`config.mk`:
```
export PLATFORM = sky130hd
export DESIGN_NAME = multicycle_control_unit_flat
export DESIGN_NICKNAME = d
export VERILOG_FILES = /design/src/rtl/multicycle_control_unit_if.sv /design/src/rtl/multicycle_control_unit.sv /design/src/flat_wrapper.sv
export SDC_FILE = /design/constraint.sdc
export NUM_CORES = 1
export LEC_CHECK = 0
export ABC_AREA = 1
export CORE_MARGIN = 10
export CORE_UTILIZATION = 46
export DETAILED_ROUTE_END_ITERATION = 8
export GPL_ROUTABILITY_DRIVEN = 0
export GPL_TIMING_DRIVEN = 0
export PLACE_DENSITY = 0.81
export SETUP_SLACK_MARGIN = 0.05
export SYNTH_ARGS = -nofsm -noshare
export SYNTH_HDL_FRONTEND = slang
export SYNTH_SLANG_ARGS = --single-unit
```
`constraint.sdc`:
```
create_clock -name clk -period 1.6 [get_ports clk]
set_input_delay 0.32 -clock clk [delete_from_list [all_inputs] [get_ports clk]]
set_output_delay 0.32 -clock clk [all_outputs]
set_load 0.1 [all_outputs]
```
`src/rtl/multicycle_control_unit_if.sv`:
```
// Control-to-datapath bundle for the RV32I multi-cycle control unit.
// master = control unit, slave = datapath.
interface multicycle_control_unit_if #(
   parameter int ALUOP_W = 2
);
   logic [6:0]         opcode;
   logic               mem_ready;
   logic               stall;
   logic               pc_write;
   logic               ir_write;
   logic               iord;
   logic               mem_read;
   logic               mem_write;
   logic [1:0]         alu_src_a;
   logic [1:0]         alu_src_b;
   logic [ALUOP_W-1:0] aluop;
   logic               branch;
   logic               reg_write;
   logic [1:0]         result_src;
   logic               trap;
   logic [1:0]         trap_cause;
   logic [2:0]         state_o;

   modport master (
      input  opcode, mem_ready, stall,
      output pc_write, ir_write, iord, mem_read, mem_write,
             alu_src_a, alu_src_b, aluop, branch, reg_write,
             result_src, trap, trap_cause, state_o
   );

   modport slave (
      output opcode, mem_ready, stall,
      input  pc_write, ir_write, iord, mem_read, mem_write,
             alu_src_a, alu_src_b, aluop, branch, reg_write,
             result_src, trap, trap_cause, state_o
   );
endinterface

```
`src/rtl/multicycle_control_unit.sv`:
```
// Multi-cycle RV32I control FSM: fetch/decode/execute/memory/writeback over one
// shared memory port, with wait timeout, global stall and sticky trap state.
module multicycle_control_unit #(
   parameter int ALUOP_W     = 2,
   parameter int MEM_TIMEOUT = 16,
   parameter bit EN_JAL      = 1'b1
) (
   input logic                     clk,
   input logic                     rst_n,
   multicycle_control_unit_if.master bus
);

   typedef enum logic [2:0] {
      ST_FETCH  = 3'd0,
      ST_DECODE = 3'd1,
      ST_EXEC   = 3'd2,
      ST_MEM    = 3'd3,
      ST_WB     = 3'd4,
      ST_TRAP   = 3'd5
   } state_t;

   typedef enum logic [2:0] {
      CL_R     = 3'd0,
      CL_IALU  = 3'd1,
      CL_LOAD  = 3'd2,
      CL_STORE = 3'd3,
      CL_BR    = 3'd4,
      CL_JAL   = 3'd5
   } class_t;

   localparam int CNT_W = (MEM_TIMEOUT > 1) ? $clog2(MEM_TIMEOUT) : 1;
   localparam logic [CNT_W-1:0] LAST_CNT = CNT_W'(MEM_TIMEOUT - 1);

   state_t           state_r, state_nxt_s;
   class_t           class_r, class_nxt_s;
   logic [1:0]       cause_r, cause_nxt_s;
   logic [CNT_W-1:0] cnt_r, cnt_nxt_s;
   logic             timeout_s;

   logic               pc_write_s, ir_write_s, iord_s, mem_read_s, mem_write_s;
   logic [1:0]         alu_src_a_s, alu_src_b_s, result_src_s, trap_cause_s;
   logic [ALUOP_W-1:0] aluop_s;
   logic               branch_s, reg_write_s, trap_s;
   logic [2:0]         state_o_s;

   // State, instruction class, trap cause and wait counter registers.
   always_ff @(posedge clk or negedge rst_n) begin
      if (!rst_n) begin
         state_r <= ST_FETCH;
         class_r <= CL_R;
         cause_r <= 2'b00;
         cnt_r   <= '0;
      end else begin
         state_r <= state_nxt_s;
         class_r <= class_nxt_s;
         cause_r <= cause_nxt_s;
         cnt_r   <= cnt_nxt_s;
      end
   end

   assign timeout_s = (cnt_r == LAST_CNT) && !bus.mem_ready;

   // Next-state, class latch, trap cause and wait counter update.
   always_comb begin
      state_nxt_s = state_r;
      class_nxt_s = class_r;
      cause_nxt_s = cause_r;
      cnt_nxt_s   = cnt_r;
      if (bus.stall) begin
         state_nxt_s = state_r;
      end else begin
         case (state_r)
            ST_FETCH: begin
               if (bus.mem_ready) begin
                  state_nxt_s = ST_DECODE;
               end else if (timeout_s) begin
                  state_nxt_s = ST_TRAP;
                  cause_nxt_s = 2'b10;
               end else begin
                  state_nxt_s = ST_FETCH;
               end
            end
            ST_DECODE: begin
               state_nxt_s = ST_EXEC;
               case (bus.opcode)
                  7'b0110011: class_nxt_s = CL_R;
                  7'b0010011: class_nxt_s = CL_IALU;
                  7'b0000011: class_nxt_s = CL_LOAD;
                  7'b0100011: class_nxt_s = CL_STORE;
                  7'b1100011: class_nxt_s = CL_BR;
                  7'b1101111: begin
                     if (EN_JAL) begin
                        class_nxt_s = CL_JAL;
                     end else begin
                        state_nxt_s = ST_TRAP;
                        cause_nxt_s = 2'b01;
                     end
                  end
                  default: begin
                     state_nxt_s = ST_TRAP;
                     cause_nxt_s = 2'b01;
                  end
               endcase
            end
            ST_EXEC: begin
               case (class_r)
                  CL_R, CL_IALU, CL_JAL: state_nxt_s = ST_WB;
                  CL_LOAD, CL_STORE:     state_nxt_s = ST_MEM;
                  CL_BR:                 state_nxt_s = ST_FETCH;
                  default:               state_nxt_s = ST_FETCH;
               endcase
            end
            ST_MEM: begin
               if (bus.mem_ready) begin
                  if (class_r == CL_LOAD) begin
                     state_nxt_s = ST_WB;
                  end else begin
                     state_nxt_s = ST_FETCH;
                  end
               end else if (timeout_s) begin
                  state_nxt_s = ST_TRAP;
                  cause_nxt_s = 2'b10;
               end else begin
                  state_nxt_s = ST_MEM;
               end
            end
            ST_WB:   state_nxt_s = ST_FETCH;
            ST_TRAP: state_nxt_s = ST_TRAP;
            default: state_nxt_s = ST_FETCH;
         endcase
         // Counter runs only while a memory access is held in place.
         if (state_nxt_s != state_r) begin
            cnt_nxt_s = '0;
         end else if ((state_r == ST_FETCH) || (state_r == ST_MEM)) begin
            cnt_nxt_s = cnt_r + CNT_W'(1);
         end else begin
            cnt_nxt_s = '0;
         end
      end
   end

   // Datapath controls decoded from state and class; strobes gated by stall and reset.
   always_comb begin
      pc_write_s   = 1'b0;
      ir_write_s   = 1'b0;
      iord_s       = 1'b0;
      mem_read_s   = 1'b0;
      mem_write_s  = 1'b0;
      alu_src_a_s  = 2'b00;
      alu_src_b_s  = 2'b00;
      aluop_s      = ALUOP_W'(2'b00);
      branch_s     = 1'b0;
      reg_write_s  = 1'b0;
      result_src_s = 2'b00;
      trap_s       = 1'b0;
      trap_cause_s = 2'b00;
      state_o_s    = 3'b000;
      if (!rst_n) begin
         trap_s = 1'b0;
      end else begin
         state_o_s    = state_r;
         trap_cause_s = cause_r;
         case (state_r)
            ST_FETCH: begin
               mem_read_s  = 1'b1;
               alu_src_b_s = 2'b10;
               ir_write_s  = bus.mem_ready && !bus.stall;
               pc_write_s  = bus.mem_ready && !bus.stall;
            end
            ST_DECODE: begin
               alu_src_a_s = 2'b01;
               alu_src_b_s = 2'b01;
            end
            ST_EXEC: begin
               case (class_r)
                  CL_R: begin
                     alu_src_a_s = 2'b10;
                     aluop_s     = ALUOP_W'(2'b10);
                  end
                  CL_IALU: begin
                     alu_src_a_s = 2'b10;
                     alu_src_b_s = 2'b01;
                     aluop_s     = ALUOP_W'(2'b10);
                  end
                  CL_LOAD, CL_STORE: begin
                     alu_src_a_s = 2'b10;
                     alu_src_b_s = 2'b01;
                  end
                  CL_BR: begin
                     alu_src_a_s = 2'b10;
                     aluop_s     = ALUOP_W'(2'b01);
                     branch_s    = !bus.stall;
                  end
                  CL_JAL:  pc_write_s = !bus.stall;
                  default: pc_write_s = 1'b0;
               endcase
            end
            ST_MEM: begin
               iord_s = 1'b1;
               if (class_r == CL_LOAD) begin
                  mem_read_s = 1'b1;
               end else begin
                  mem_write_s = !bus.stall;
               end
            end
            ST_WB: begin
               reg_write_s = !bus.stall;
               case (class_r)
                  CL_LOAD: result_src_s = 2'b01;
                  CL_JAL:  result_src_s = 2'b10;
                  default: result_src_s = 2'b00;
               endcase
            end
            ST_TRAP: trap_s = 1'b1;
            default: trap_s = 1'b0;
         endcase
      end
   end

   assign bus.pc_write   = pc_write_s;
   assign bus.ir_write   = ir_write_s;
   assign bus.iord       = iord_s;
   assign bus.mem_read   = mem_read_s;
   assign bus.mem_write  = mem_write_s;
   assign bus.alu_src_a  = alu_src_a_s;
   assign bus.alu_src_b  = alu_src_b_s;
   assign bus.aluop      = aluop_s;
   assign bus.branch     = branch_s;
   assign bus.reg_write  = reg_write_s;
   assign bus.result_src = result_src_s;
   assign bus.trap       = trap_s;
   assign bus.trap_cause = trap_cause_s;
   assign bus.state_o    = state_o_s;

endmodule

```
`src/flat_wrapper.sv`:
```
// flat-port wrapper written by rule: the top's interface ports become plain ports
module multicycle_control_unit_flat 
#(
   parameter int ALUOP_W     = 2,
   parameter int MEM_TIMEOUT = 16,
   parameter bit EN_JAL      = 1'b1
)
  (clk, rst_n, bus_opcode, bus_mem_ready, bus_stall, bus_pc_write, bus_ir_write, bus_iord, bus_mem_read, bus_mem_write, bus_alu_src_a, bus_alu_src_b, bus_aluop, bus_branch, bus_reg_write, bus_result_src, bus_trap, bus_trap_cause, bus_state_o);
  multicycle_control_unit_if #(.ALUOP_W(ALUOP_W)) bus_i ();
  input logic clk;
  input logic rst_n;
  input wire logic [$bits(bus_i.opcode)-1:0] bus_opcode;
  input wire logic [$bits(bus_i.mem_ready)-1:0] bus_mem_ready;
  input wire logic [$bits(bus_i.stall)-1:0] bus_stall;
  output wire logic [$bits(bus_i.pc_write)-1:0] bus_pc_write;
  output wire logic [$bits(bus_i.ir_write)-1:0] bus_ir_write;
  output wire logic [$bits(bus_i.iord)-1:0] bus_iord;
  output wire logic [$bits(bus_i.mem_read)-1:0] bus_mem_read;
  output wire logic [$bits(bus_i.mem_write)-1:0] bus_mem_write;
  output wire logic [$bits(bus_i.alu_src_a)-1:0] bus_alu_src_a;
  output wire logic [$bits(bus_i.alu_src_b)-1:0] bus_alu_src_b;
  output wire logic [$bits(bus_i.aluop)-1:0] bus_aluop;
  output wire logic [$bits(bus_i.branch)-1:0] bus_branch;
  output wire logic [$bits(bus_i.reg_write)-1:0] bus_reg_write;
  output wire logic [$bits(bus_i.result_src)-1:0] bus_result_src;
  output wire logic [$bits(bus_i.trap)-1:0] bus_trap;
  output wire logic [$bits(bus_i.trap_cause)-1:0] bus_trap_cause;
  output wire logic [$bits(bus_i.state_o)-1:0] bus_state_o;
  assign bus_i.opcode = bus_opcode;
  assign bus_i.mem_ready = bus_mem_ready;
  assign bus_i.stall = bus_stall;
  assign bus_pc_write = bus_i.pc_write;
  assign bus_ir_write = bus_i.ir_write;
  assign bus_iord = bus_i.iord;
  assign bus_mem_read = bus_i.mem_read;
  assign bus_mem_write = bus_i.mem_write;
  assign bus_alu_src_a = bus_i.alu_src_a;
  assign bus_alu_src_b = bus_i.alu_src_b;
  assign bus_aluop = bus_i.aluop;
  assign bus_branch = bus_i.branch;
  assign bus_reg_write = bus_i.reg_write;
  assign bus_result_src = bus_i.result_src;
  assign bus_trap = bus_i.trap;
  assign bus_trap_cause = bus_i.trap_cause;
  assign bus_state_o = bus_i.state_o;
  multicycle_control_unit #(.ALUOP_W(ALUOP_W), .MEM_TIMEOUT(MEM_TIMEOUT), .EN_JAL(EN_JAL)) u_core (.clk(clk), .rst_n(rst_n), .bus(bus_i));
endmodule
```
==> summary.md, run 1 <==
| Metric | Value |
|---|---|
| Chip height | `approximately 67 um` |
| Gate Count Post-Synth | `roughly 160` |
| Compound-gate portion of the synthesized area | `0.110` |
| Top Ports | `32` |
| Largest net degree at the start of global routing | `13` |
| Clk root buf | `clkbuf_4` |
| H-tree depth | `1` |
| GRT worst endpoint | `bus_pc_write` |
| Syn avg cell area | `around 6.2 um2` |
| Post-Synth XOR/XNOR Area | `0.0175` |
| Dominant combinational cell family by area after synthesis | `simple AND/OR/NAND/NOR gates` |
| I/O Buffers | `31` |
| Simple-gate area share of the yosys netlist | `0.451` |
| Leading area contributor after synthesis | `dfrtp_1` |
| Number of CTS-inserted buffers | `3` |
| Clock sinks | `12` |
| Status | `did not finish` |
| CTS Buffer Depth | `2` |
| Die X | `around 67 um` |
| Share of the synthesized area in the top cell type | `0.299` |
| Netlist cell types | `27` |
| Err | `[ERROR DPL-0038] Utilization greater than 100%, impossible to legalize` |
| Mux contribution to synthesized area | `0` |
| Exit stage | `5_1_grt` |
| Top cells by area, synth | `dfrtp_1, nand2_1, nor2_1` |
| Dpl cells | `220` |
| Initial Util | `0.496` |
| Sequential area share after synthesis | `0.299` |
| Dpl hpwl | `about 2.6 mm` |
| Syn nets | `between 150 and 200` |
| Worst endpoint type | `top-level output` |
| Post-Syn Area | `between 0.001 and 0.0015 mm2` |
| Placement Rows | `16` |
| Area after DPL | `~0.0015 mm2` |
| Adder-cell share of the synthesized area | `0.0125` |
| Ys Warns | `0` |
| Seq cells post-synth | `12` |
-- Yosys cell counts --
cell / number
nor2_4: 1
o21ai_1: 4
o21a_1: 1
o21ai_0: 5
buf_2: 1
ha_1: 1
nand2_4: 1
nand2_1: 42
nor3b_1: 1
a21oi_1: 5
o32ai_1: 2
clkbuf_1: 1
a21oi_2: 1
nor2_2: 3
nand2_2: 4
nand4_1: 2
buf_6: 1
xnor2_1: 1
nand3_1: 18
dfrtp_1: 12
xor2_1: 1
o22ai_1: 1
nor2_1: 25
inv_1: 17
inv_2: 7
nand3_2: 1
nor3_1: 3
-- stage by stage --
| step | worst slack, ns | setup TNS [ns] |
|---|---|---|
| 2_1_floorplan | -0.577 | -4.09 |
| 3_3_place_gp | -1.95 | -37.88 |
| 3_5_place_dp | -2.01 | -39.47 |
| 4_1_cts | -0.282 | -2.83 |
-- cells by family after synthesis --
logic type               count (synthesis)
buffers and inverters                   27
AO/OA/AOI/OAI                           19
AND/OR/NAND/NOR                        101
adder cells (fa/ha/maj)                  1
XOR/XNOR                                 2
flip-flops                              12
-- what timing repair did --
action / in CTS
endpoints found under the hold margin: 12
hold buffers: 1
buffers inserted: 14
gates resized for setup: 208
pin swaps: 10
setup endpoints to repair: 28
==> run 2, diff against run 1 <==
- CORE_AREA: default -> 10 10 71 73
- CORE_MARGIN: 10 -> default
- CORE_UTILIZATION: 46 -> default
- DIE_AREA: default -> 0 0 81 83
- PLACE_DENSITY: 0.81 -> default
- PLACE_DENSITY_LB_ADDON: default -> 0.15
- SETUP_SLACK_MARGIN: 0.05 -> default
==> run 2 against run 1 <==
The flow now finishes, with violations (setup timing); synthesized cell count unchanged; synthesized area unchanged.
==> summary.md, run 2 <==
| Metric | Value |
|---|---|
| Vias per inst | `4.79` |
| Syn avg cell area | `around 6.2 um2` |
| Clk root buf | `clkbuf_8` |
| Share of the synthesized area in the top cell type | `0.299` |
| Worst path cell trace | `clkdlybuf4s50_1 -> buf_8 -> o32ai_4 -> buf_12` |
| Leading area contributor after synthesis | `dfrtp_1` |
| Share of layout cells above drive strength 1 | `0.604` |
| Tot GR Track Use | `0.105` |
| CP Launch Type | `input pin` |
| Max-slew headroom | `0.602` |
| Top Ports | `32` |
| Fin. Hold Viols | `0` |
| WP buf/inv | `3` |
| Most frequent cell after synthesis | `nand2_1` |
| Pre-antenna DRT Iters | `4` |
| Largest register FFs | `4` |
| Status | `finished, violations left` |
| Chip height | `between 80 and 90 um` |
| Antenna violations before repair | `0` |
| Area Overhead vs Synth | `121%` |
| Fin Setup TNS | `-2.26 ns` |
| Req. time, crit path | `between 1 and 1.5 ns` |
| CP endpoint kind | `output port` |
| Setup crit start | `bus_stall` |
| Netlist cell types | `27` |
| Post-synth EDFFs | `0` |
| Hold Path Class | `register to register` |
| Setup CP Type | `input pin to output port` |
| Pwr Density | `1630 mW/mm2` |
| Total Nets Final | `235` |
| CTS tree | `built` |
| Worst-Margin Slew | `0.595 ns` |
| Final cell count without fillers | `270` |
| Failing checks | `setup timing` |
| Seq cells post-synth | `12` |
| Drt wl/cell | `roughly 14 um` |
| Max Cap Viol | `0` |
| Clk pin slew, worst setup/hold paths | `about 0.05 ns` |
| Skew final | `0.000689 ns` |
| Total power | `3.62 mW` |
| Largest net degree at the start of global routing | `13` |
| Clock latency on the worst-skew pair | `~0.24 ns` |
| I/O Buffers | `31` |
| Congestion Overflow GR | `0` |
| VDD IR-drop max | `0.867 mV` |
| Placement Rows | `22` |
| Residual DRC count | `0` |
| Commonest non-fill, non-tap cell in the layout | `nand2_1` |
| CP delay by family, top | `buffers and inverters` |
| Minimum clock period | `~1.9 ns` |
| Pleak | `between 0.9 and 1 nW` |
| Max Clk Rate | `roughly 530 MHz` |
| Dpl cells | `roughly 240` |
| Sequential area share after synthesis | `0.299` |
| Slowest cell delay on critical path | `0.50 ns` |
| Commonest non-fill, non-tap cells in the layout | `nand2_1, buf_4, nor2_4` |
| Worst hold slack | `around 0.49 ns` |
| CP max FO | `10` |
| Vias in the first global route | `1208` |
| Clock sinks | `12` |
| Final cycle utilization of the critical path | `1.17` |
| Die area | `a little under 0.007 mm2` |
| Commonest cells in the netlist | `nand2_1, nor2_1, nand3_1` |
| Die X | `about 81 um` |
| Top cells by area, synth | `dfrtp_1, nand2_1, nor2_1` |
| FFs w/ async S/R, synth | `1.00` |
| Vias | `1293` |
| Number of CTS-inserted buffers | `3` |
| Post-Syn Area | `~0.001 mm2` |
| Hold Path Origin | `u_core.cause_r[1]$_DFFE_PN0P_` |
| Detailed-route wire length | `3.86 mm` |
| Detail Route Antenna Nets | `0` |
| Dpl hpwl | `~2.5 mm` |
| Core ar. | `~0.0036 mm2` |
| Core Util, Final | `0.610` |
| Largest regs | `u_core.cnt_r: 4 flops, u_core.class_r: 3 flops, u_core.state_r: 3 flops` |
| Crit-path slowest cell | `clkdlybuf4s50_1` |
| Ys Warns | `0` |
| Top FF cell, synth | `dfrtp_1` |
| Initial DRC count | `89` |
| # diodes | `0` |
| Critical path arrival | `1.55 ns` |
| Largest Register | `u_core.cnt_r` |
| CTS Buffer Depth | `2` |
| H-tree depth | `1` |
| R2r startpoint | `u_core.state_r[0]$_DFFE_PN0N_` |
| Syn nets | `about 170` |
| Gate Count Post-Synth | `162` |
| Initial Util | `0.276` |
| Setup violators final | `15` |
| RSZ-0062 raised after global routing | `yes` |
| First-pass GRT wire length | `between 5 and 6 mm` |
| Max Slew Vio Count | `0` |
| Setup ws final | `-0.270 ns` |
[run 2: metrics by stage]
| stage | setup WS, ns | instance area, um2 |
|---|---|---|
| finish | -0.270 | 2210 |
| global route | -0.312 | 2210 |
| CTS | -0.274 | 1890 |
| detailed placement | -2.08 | 1570 |
| global placement | -2.06 | 1570 |
| floorplan | -0.577 | 1200 |
[run 2: area by class of cell]
class	count	area (um2)
fillers	314	1420
multi-input cells	123	995
repair buffers	56	672
flip-flops and latches	12	303
inverters	24	103
well taps	48	60.1
clock buffers	4	45.0
plain buffers	3	37.5
[run 2: repair_timing]
action,in CTS,in global routing
resized for setup,194,55
setup endpoints to repair,27,25
hold buffers,1,0
cloned,0,0
endpoints found under the hold margin,12,0
setup buffers,10,16
pin swaps,6,21
[run 2: path summary, 6_finish.rpt]
kind | depth (start not counted) | to | slack [ns]
setup / recovery | 4 | bus_pc_write | -0.27
hold / removal | 2 | u_core.cause_r[1]$_DFFE_PN0P_ | 0.49
setup reg to reg | 10 | u_core.cnt_r[1]$_DFFE_PN0N_ | 0.03
hold reg to reg | 2 | u_core.cause_r[1]$_DFFE_PN0P_ | 0.49
max in group asynchronous | 2 | u_core.class_r[1]$_DFFE_PN0P_ | 0.43
min in group asynchronous | 2 | u_core.cause_r[1]$_DFFE_PN0P_ | 0.75
[run 2: where the power goes]
part / internal (mW) / switching [mW]
Combinational: 1.05 / 1.76
Sequential: 0.411 / 0.109
Clock: 0.176 / 0.113
[run 2: metal layers]
layer,GRT usage,vias to the layer above,share of wire
met5,0,-,0
met4,0.0344,0,0.015
met3,0.0259,6,0.051
met2,0.188,28,0.55
met1,0.114,618,0.38
li1,-,641,-
[run 2: logic make-up after synthesis]
family                   Yosys count  share of synthesized area
XOR/XNOR                           2                     0.0175
flip-flops                        12                      0.299
adder cells (fa/ha/maj)            1                     0.0125
buffers and inverters             27                      0.110
AND/OR/NAND/NOR                  101                      0.451
AO/OA/AOI/OAI                     19                      0.110
[run 2: worst min-delay path, stage by stage, from the launching register on]
cell and delay [ns]:
dfrtp_1 0.35, nand2_1 0.06, nand2_1 0.05
Note: power is estimated with default switching activity, not from simulation.
